<file path="src/rtl/io_serial_tx_pkg.sv">
// Shared definitions for the serial console transmitter: FSM encodings and
// default bit timing.
package io_serial_tx_pkg;

  typedef enum logic [1:0] {
    ST_IDLE  = 2'd0,
    ST_START = 2'd1,
    ST_DATA  = 2'd2,
    ST_STOP  = 2'd3
  } tx_state_t;

  localparam int DEFAULT_CLKS_PER_BIT = 16;
  localparam int FRAME_DATA_BITS      = 8;

endpackage

</file>
<file path="src/rtl/io_serial_tx_byte_fifo.sv">
// Synchronous byte FIFO with a show-ahead head: rd_data is the oldest entry and
// is consumed by asserting rd_en in the same cycle.
module byte_fifo #(
  parameter int DEPTH = 8,
  parameter int WIDTH = 8
) (
  input  logic                     clk,
  input  logic                     rst,
  input  logic                     wr_en,
  input  logic [WIDTH-1:0]         wr_data,
  input  logic                     rd_en,
  output logic [WIDTH-1:0]         rd_data,
  output logic [$clog2(DEPTH):0]   level,
  output logic                     full,
  output logic                     empty
);

  localparam int AW = $clog2(DEPTH);
  localparam int LW = AW + 1;

  logic [WIDTH-1:0] mem [DEPTH];
  logic [AW-1:0]    wr_ptr_reg;
  logic [AW-1:0]    rd_ptr_reg;
  logic [LW-1:0]    level_reg;
  logic             rd_ok;
  logic             wr_ok;

  assign full  = (level_reg == LW'(DEPTH));
  assign empty = (level_reg == '0);
  assign level = level_reg;

  // A pop in the same cycle frees the slot, so a write into a full FIFO is legal then.
  assign rd_ok = rd_en && !empty;
  assign wr_ok = wr_en && (!full || rd_ok);

  assign rd_data = mem[rd_ptr_reg];

  always_ff @(posedge clk) begin
    if (wr_ok) begin
      mem[wr_ptr_reg] <= wr_data;
    end
  end

  always_ff @(posedge clk or posedge rst) begin
    if (rst) begin
      wr_ptr_reg <= '0;
      rd_ptr_reg <= '0;
      level_reg  <= '0;
    end else begin
      if (wr_ok) begin
        wr_ptr_reg <= wr_ptr_reg + 1'b1;
      end
      if (rd_ok) begin
        rd_ptr_reg <= rd_ptr_reg + 1'b1;
      end
      if (wr_ok && !rd_ok) begin
        level_reg <= level_reg + 1'b1;
      end else if (rd_ok && !wr_ok) begin
        level_reg <= level_reg - 1'b1;
      end
    end
  end

endmodule

</file>
<file path="src/rtl/io_serial_tx.sv">
// Serial console transmitter: buffers output-port bytes and sends them as
// LSB-first 8N1 frames on a registered, idle-high tx line.
module io_serial_tx
  import io_serial_tx_pkg::*;
#(
  parameter int CLKS_PER_BIT = DEFAULT_CLKS_PER_BIT,
  parameter int FIFO_DEPTH   = 8
) (
  input  logic                          clk,
  input  logic                          rst,
  input  logic [7:0]                    wr_data,
  input  logic                          wr_en,
  output logic                          tx,
  output logic                          full,
  output logic                          busy,
  output logic                          overflow,
  output logic [$clog2(FIFO_DEPTH):0]   level
);

  localparam int BW = $clog2(CLKS_PER_BIT);
  localparam logic [BW-1:0] BAUD_MAX = BW'(CLKS_PER_BIT - 1);
  localparam logic [2:0]    LAST_BIT = 3'(FRAME_DATA_BITS - 1);

  tx_state_t     state_reg, state_next;
  logic [BW-1:0] baud_cnt_reg, baud_cnt_next;
  logic [2:0]    bit_cnt_reg, bit_cnt_next;
  logic [7:0]    shift_reg, shift_next;
  logic          tx_reg, tx_next;
  logic          overflow_reg;

  logic          fifo_rd;
  logic [7:0]    fifo_rd_data;
  logic          fifo_empty;
  logic          baud_max;

  byte_fifo #(
    .DEPTH (FIFO_DEPTH),
    .WIDTH (8)
  ) u_fifo (
    .clk     (clk),
    .rst     (rst),
    .wr_en   (wr_en),
    .wr_data (wr_data),
    .rd_en   (fifo_rd),
    .rd_data (fifo_rd_data),
    .level   (level),
    .full    (full),
    .empty   (fifo_empty)
  );

  assign baud_max = (baud_cnt_reg == BAUD_MAX);

  always_comb begin
    state_next    = state_reg;
    baud_cnt_next = baud_cnt_reg;
    bit_cnt_next  = bit_cnt_reg;
    shift_next    = shift_reg;
    tx_next       = tx_reg;
    fifo_rd       = 1'b0;
    // tx_next is the line level for the state being entered, so tx stays a clean flop.
    case (state_reg)
      ST_IDLE: begin
        tx_next = 1'b1;
        if (!fifo_empty) begin
          fifo_rd       = 1'b1;
          shift_next    = fifo_rd_data;
          bit_cnt_next  = '0;
          baud_cnt_next = '0;
          state_next    = ST_START;
          tx_next       = 1'b0;
        end
      end
      ST_START: begin
        if (baud_max) begin
          baud_cnt_next = '0;
          state_next    = ST_DATA;
          tx_next       = shift_reg[0];
        end else begin
          baud_cnt_next = baud_cnt_reg + 1'b1;
        end
      end
      ST_DATA: begin
        if (baud_max) begin
          baud_cnt_next = '0;
          if (bit_cnt_reg == LAST_BIT) begin
            state_next = ST_STOP;
            tx_next    = 1'b1;
          end else begin
            shift_next   = {1'b0, shift_reg[7:1]};
            bit_cnt_next = bit_cnt_reg + 1'b1;
            tx_next      = shift_reg[1];
          end
        end else begin
          baud_cnt_next = baud_cnt_reg + 1'b1;
        end
      end
      ST_STOP: begin
        if (baud_max) begin
          baud_cnt_next = '0;
          state_next    = ST_IDLE;
          tx_next       = 1'b1;
        end else begin
          baud_cnt_next = baud_cnt_reg + 1'b1;
        end
      end
      default: begin
        state_next = ST_IDLE;
        tx_next    = 1'b1;
      end
    endcase
  end

  always_ff @(posedge clk or posedge rst) begin
    if (rst) begin
      state_reg    <= ST_IDLE;
      baud_cnt_reg <= '0;
      bit_cnt_reg  <= '0;
      shift_reg    <= '0;
      tx_reg       <= 1'b1;
      overflow_reg <= 1'b0;
    end else begin
      state_reg    <= state_next;
      baud_cnt_reg <= baud_cnt_next;
      bit_cnt_reg  <= bit_cnt_next;
      shift_reg    <= shift_next;
      tx_reg       <= tx_next;
      // Sticky until reset: a write lost because no slot was free this cycle.
      if (wr_en && full && !fifo_rd) begin
        overflow_reg <= 1'b1;
      end
    end
  end

  assign tx       = tx_reg;
  assign overflow = overflow_reg;
  assign busy     = (state_reg != ST_IDLE) || (level != '0);

endmodule

</file>
<file path="config.mk">
export PLATFORM = sky130hd
export DESIGN_NAME = io_serial_tx
export DESIGN_NICKNAME = d
export VERILOG_FILES = /design/src/rtl/io_serial_tx_pkg.sv /design/src/rtl/io_serial_tx_byte_fifo.sv /design/src/rtl/io_serial_tx.sv
export SDC_FILE = /design/constraint.sdc
export NUM_CORES = 1
export LEC_CHECK = 0
export ABC_AREA = 1
export BUFFER_PORTS_ARGS = -buffer_cell sky130_fd_sc_hd__buf_4
export CAP_MARGIN = 20
export CORE_ASPECT_RATIO = 1.4
export CORE_MARGIN = 3
export CORE_UTILIZATION = 45
export DETAILED_ROUTE_END_ITERATION = 7
export MAX_ROUTING_LAYER = met4
export SETUP_SLACK_MARGIN = 0.4
export SKIP_CTS_REPAIR_TIMING = 1
export SLEW_MARGIN = 0
export SYNTH_ARGS = -nofsm -noshare
export SYNTH_HDL_FRONTEND = slang
export SYNTH_HIERARCHICAL = 1
export SYNTH_SLANG_ARGS = --single-unit
</file>
<file path="constraint.sdc">
create_clock -name clk -period 3.5 [get_ports clk]
set_input_delay 0.525 -clock clk [delete_from_list [all_inputs] [get_ports clk]]
set_output_delay 0.525 -clock clk [all_outputs]
set_load 0.05 [all_outputs]
</file>
# After elaboration in Yosys (flattened, before gate mapping)
# Memory sizes are Yosys's and may differ from the RTL's.
# Cells that the tools add are included.
# op_classes
div	0
n_reduce_logical	23
add_sub_neg	6
mul	0
bitwise	0
n_mux	29
eq_ne	12
order_cmp	0
shift	0
# ops
op	n
two-way mux 8 bit	3
two-way mux 4 bit	4
case mux 8 bit (2 select lines)	1
inequality test 2 bit, second input constant	6
two-way mux 2 bit	5
adder 3 x 1 -> 3 bit, second input constant	3
two-way mux 1 bit	9
two-way mux 3 bit	3
adder 4 x 1 -> 4 bit, second input constant	2
== test 4 bit, second input constant	2
case mux 2 bit (4 select lines)	1
case mux 4 bit (2 select lines)	1
logical AND 1 bit	6
case mux 3 bit (2 select lines)	1
nonzero test 2 bit	3
logical NOT 1 bit	5
AND reduction 5 bit	1
== test 2 bit, second input constant	2
logical NOT 4 bit	1
case mux 1 bit (4 select lines)	1
AND reduction 4 bit	1
nonzero test 4 bit	1
subtractor 4 x 1 -> 4 bit, second input constant	1
== test 3 bit, second input constant	1
other kinds (5)	6
# totals
n_memories	1
rom_bits	0
ramBits	64
wordCells	80
register_bits	29
latch_bits	0
input_bits	11
# memory_table
memory	words	width	read_ports	rd_ports_with_merged_regs	wr	line_no	rtl
u_fifo.mem	8	8	1	0	1	io_serial_tx_byte_fifo.sv:21	logic [WIDTH-1:0] mem [DEPTH];

# Longest topological paths before layout
# depth
word_depth	10
mapped_depth	19

# Cells and area by module
# The synthesis kept the hierarchy.
# modules_own_cells
mod	instances	area_each_um2	cells_per_inst	seq_area_each_um2
byte_fifo	1	3413.3	365	2172.1
io_serial_tx	1	1133.6	151	476.7

# Worst setup path before layout
# Ideal clock, no wire load.
# synth_path
path_kind	flip-flop to output port
from	register u_fifo.level_reg[3], in the netlist u_fifo/level[3]
to	output full
arrival_time_ns	2.337
path_slack_ns	0.638
stages_incl_launch_ff	3
path_cell_list	dfrtp_1 -> inv_1 -> nor4_1
# synth_between
elab_chain_len	1
# synth_rtl
item	line_no	rtl
from (decl)	io_serial_tx_byte_fifo.sv:24	logic [LW-1:0] level_reg;
from (signal assigned)	io_serial_tx_byte_fifo.sv:57	level_reg <= level_reg + 1'b1;
from (signal assigned)	io_serial_tx_byte_fifo.sv:59	level_reg <= level_reg - 1'b1;
== test 4 bit	io_serial_tx_byte_fifo.sv:28	assign full = (level_reg == LW'(DEPTH));
to (decl)	io_serial_tx.sv:14	output logic full,
# Every way passes these cells.

# Final worst setup path
# layout_path
from	register u_fifo.level_reg[0], in the netlist u_fifo/level[0]
to	register u_fifo.level_reg[3], in the netlist u_fifo/level[3]
# layout_between
elab_chain_len	9
word_cells_on_any_way	18
cone_classes	2 x add/sub; 1 x eq/ne; 4 x mux; 11 x reduce/logical
# layout_rtl
item	line_no	rtl
logical NOT 4 bit (*)	io_serial_tx_byte_fifo.sv:29	assign empty = (level_reg == '0);
net fifo_empty	io_serial_tx.sv:33	logic fifo_empty;
two-way mux 1 bit (*)	io_serial_tx.sv:64	if (!fifo_empty) begin
two-way mux 1 bit (*)	io_serial_tx.sv:61	case (state_reg)
net fifo_rd	io_serial_tx.sv:31	logic fifo_rd;
logical AND 1 bit (*)	io_serial_tx_byte_fifo.sv:33	assign rd_ok = rd_en && !empty;
logical OR 1 bit (*)	io_serial_tx_byte_fifo.sv:34	assign wr_ok = wr_en && (!full || rd_ok);
logical AND 1 bit (*)	io_serial_tx_byte_fifo.sv:34	
net u_fifo.wr_ok	io_serial_tx_byte_fifo.sv:26	logic wr_ok;
logical NOT 1 bit	io_serial_tx_byte_fifo.sv:58	end else if (rd_ok && !wr_ok) begin
logical AND 1 bit	io_serial_tx_byte_fifo.sv:58	
nonzero test 2 bit (no line)	--	
# The timed path passes the listed nets; every way through them passes the cells marked *. The select of a mux whose other input is x is not followed.
# A chain may end at the register's enable or synchronous reset.

==> results.md <==
* DRT Wirelength at between 9000 and 10,000 um
* Std-Cell Rows at 42
* Placed Instances at ~660
* Fin. Hold Viols at 0
* Multiplexer share of the synthesized area at 0
* Max Used Layer: met4
* Max reg flops at 64
* Fraction of layout cells with a size suffix above 1 at 0.103
* Most used cell, CP: inv_1
* Placer congestion estimate at about 0.86
* Largest net degree at the start of global routing at 67
* Setup TNS at 0 ns
* CP endpoint kind: flop
* Worst IR Drop VDD at 0.000309 V
* Post-DRT Antenna Nets at 0
* Clock Sinks at 93
* H-tree levels at 3
* #FFs+latches synth at 93
* WL met2 at around 4800 um
* Die Wd at 91.0 um
* Multi-input logic area at roughly 0.0015 mm2
* # DRC at 0
* Filler cells at 920
* Met1 WL at about 3800 um
* Min-Delay Path Class: in -> async
* Antenna diodes at 0
* Post-route clock skew at 0.00412 ns
* Max Root-Sink Buffers at 2
* Synth Area in Simple Gates at 0.280
* Initial antenna violation count at 0
* CTS tree: done
* Vias in the first global route at about 3,200
* Overflow after GRT at 0
* Met3 wire length at roughly 280 um
* Core Area at around 0.0097 mm2
* CP required at approximately 3.7 ns
* Max-cap violations at 0
* Root Buffer: clkbuf_16
* Full die area at 0.0114 mm2
* First-pass GRT wire length at approximately 15,000 um
* Max Freq at roughly 350 MHz
* Worst r2r path cells at 18
* First-pass iteration count of the detailed router at 4
* Synth Area in Compound Gates at 0.00936
* All-Layer GR Usage at 0.175
* Die Span Y at between 100 and 150 um
* Crit-path max FO at 7
* Post-layout instance area at approximately 0.0052 mm2
* Unique masters post-synth at 26
* WL per Instance at roughly 14 um
* PD cells at 608 mW/mm2
* Main combinational cell family by area after synthesis: simple AND/OR/NAND/NOR gates
* Slew HR at 0.503
* DP Area at ~0.0048 mm2
* Leakage at approximately 2.5 nW
* Initial Utilization at 0.470
* Finished Layout Cells at roughly 670
* Cells after Synth at between 500 and 600
* Seq/Total Area, Yosys at 0.583
* Crit path largest cell delay at ~0.45 ns
* Minimum clock period at 2.83 ns
* Syn_area_per_cell at around 8.8 um2
* Register area at ~0.0027 mm2
* Initial DRC count at about 170
* Clock latency on the worst-skew pair at between 0.3 and 0.4 ns
* Adder-cell share of the synthesized area at 0.0374
* DR vias at between 3,000 and 4,000
* Layout area overhead at 13.4%
* Clock-pin slew on the worst setup and hold paths at around 0.060 ns
* PortBufs at 18
* Post-DP HPWL at ~6000 um
* Final setup margin at 0.666 ns
* WS Path Type: reg -> reg
* I/O Pins at 19
* Final period util at 0.810
* Cts bufs inserted at 9
* DP Worst Slack at approximately 0.6 ns
* Syn Nets at 540
* Outcome: complete, no violations
* Crit start category: flop
* Max stage delay cell, worst path: dfrtp_2
* Netlist Area Pre-Place at between 0.004 and 0.005 mm2
* CP cell instances: nor2_1 -> nand3_1 -> inv_2 -> inv_1 -> nand2_1 -> inv_1 -> inv_1 -> nand4_1 -> nand2_2 -> inv_1 -> ha_1 -> inv_1 -> ha_1 -> or2_2 -> nand2_1 -> nand2_1 -> nand3_1 -> nand2_1
* YS warnings at 6
* XOR/XNOR Fraction of Synth Area at 0.0116
* Vias per cell at about 4.8
* WP data arrival at between 3 and 4 ns
* Actual slew at the worst max-slew pin at 0.744 ns
* Final setup viols at 0
* Layout Nets at 562
* RSZ-0062 raised after global routing: false
* Pins Over Slew Limit at 0
-- kinds of logic (layout without fill, tap and decap cells) --
logic type	count (synthesis)	count (layout)
simple gates	316	316
fa+ha+maj	13	13
compound gates	7	7
xor+xnor	6	6
buf+inv	81	107
flops	93	93
-- final timing paths --
kind	start	end	slack [ns]
min reg2reg	overflow	overflow	0.47
min	rst	u_fifo/rd_ptr_reg[1]	0.18
max	u_fifo/level[0]	u_fifo/level[3]	0.67
min in group clk	wr_data[1]	u_fifo/mem[1][1]	0.42
max in group asynchronous	rst	shift_reg[7]	2.70
max reg2reg	u_fifo/level[0]	u_fifo/level[3]	0.67
-- worst max-delay path, delay by kind of cell (launching register included) --
kind,cells,cell delay (ns)
adder cells (fa/ha/maj),2,0.46
AND/OR/NAND/NOR,10,1.35
buffers and inverters,6,0.48
flip-flops,1,0.45
-- report_power, final --
part / switching [mW] / internal (mW)
combinational: 0.406 / 0.213
clock: 0.386 / 0.694
sequential: 0.0984 / 1.34
total: 0.891 / 2.24
-- cell type report --
| cell class | instances | share of cell area |
|---|---|---|
| Sequential cell | 93 | 0.514 |
| Multi-Input combinational cell | 342 | 0.298 |
| Timing Repair Buffer | 30 | 0.0461 |
| Clock buffer | 11 | 0.0451 |
| Inverter | 62 | 0.0451 |
| Tap cell | 132 | 0.0320 |
| Clock inverter | 4 | 0.0189 |
-- synth_stat cells --
master / instances / share of area
inv_2: 1 / 0.00082
nand2_2: 2 / 0.0028
ha_1: 12 / 0.033
clkbuf_1: 2 / 0.0017
dfrtp_1: 28 / 0.15
nor4_1: 2 / 0.0028
nand3b_1: 1 / 0.0017
buf_4: 4 / 0.0066
xor2_1: 1 / 0.0019
xnor2_1: 5 / 0.0096
a31o_2: 1 / 0.0019
dfstp_2: 1 / 0.0058
or2_2: 1 / 0.0014
nor2_1: 79 / 0.065
nand2_4: 1 / 0.0025
nand4_1: 13 / 0.018
a22o_1: 1 / 0.0019
fa_1: 1 / 0.0044
o21ai_0: 5 / 0.0055
buf_6: 4 / 0.0099
nand3_1: 14 / 0.015
nand2_1: 201 / 0.17
edfxtp_1: 64 / 0.42
inv_1: 61 / 0.050
buf_2: 9 / 0.0099
nand3_2: 2 / 0.0044
-- through the flow --
stage	util	power, mW	hold WS (ns)
2_1_floorplan	-	1.85	0.365
3_3_place_gp	0.495	2.05	0.460
3_5_place_dp	0.495	2.07	0.465
4_1_cts	0.529	3.15	0.190
5_1_grt	0.533	3.29	0.219
6_report	0.533	3.13	0.183
-- routing by layer --
layer,vias to the layer above,track usage
met5,-,-
met4,0,0.0835
met3,24,0.0379
met2,39,0.298
met1,1512,0.193
li1,1652,-
-- cell usage in the layout (no fill, tap or decap), drive strengths merged, types with 3 or more instances in the layout --
master,n
nand4,13
ha,12
inv,62
nand3,16
nor2,79
o21ai,5
edfxtp,64
clkbuf,11
dfrtp,28
buf,30
nand2,204
xnor2,5
bufinv,3
(Power assumes the default switching activity.)
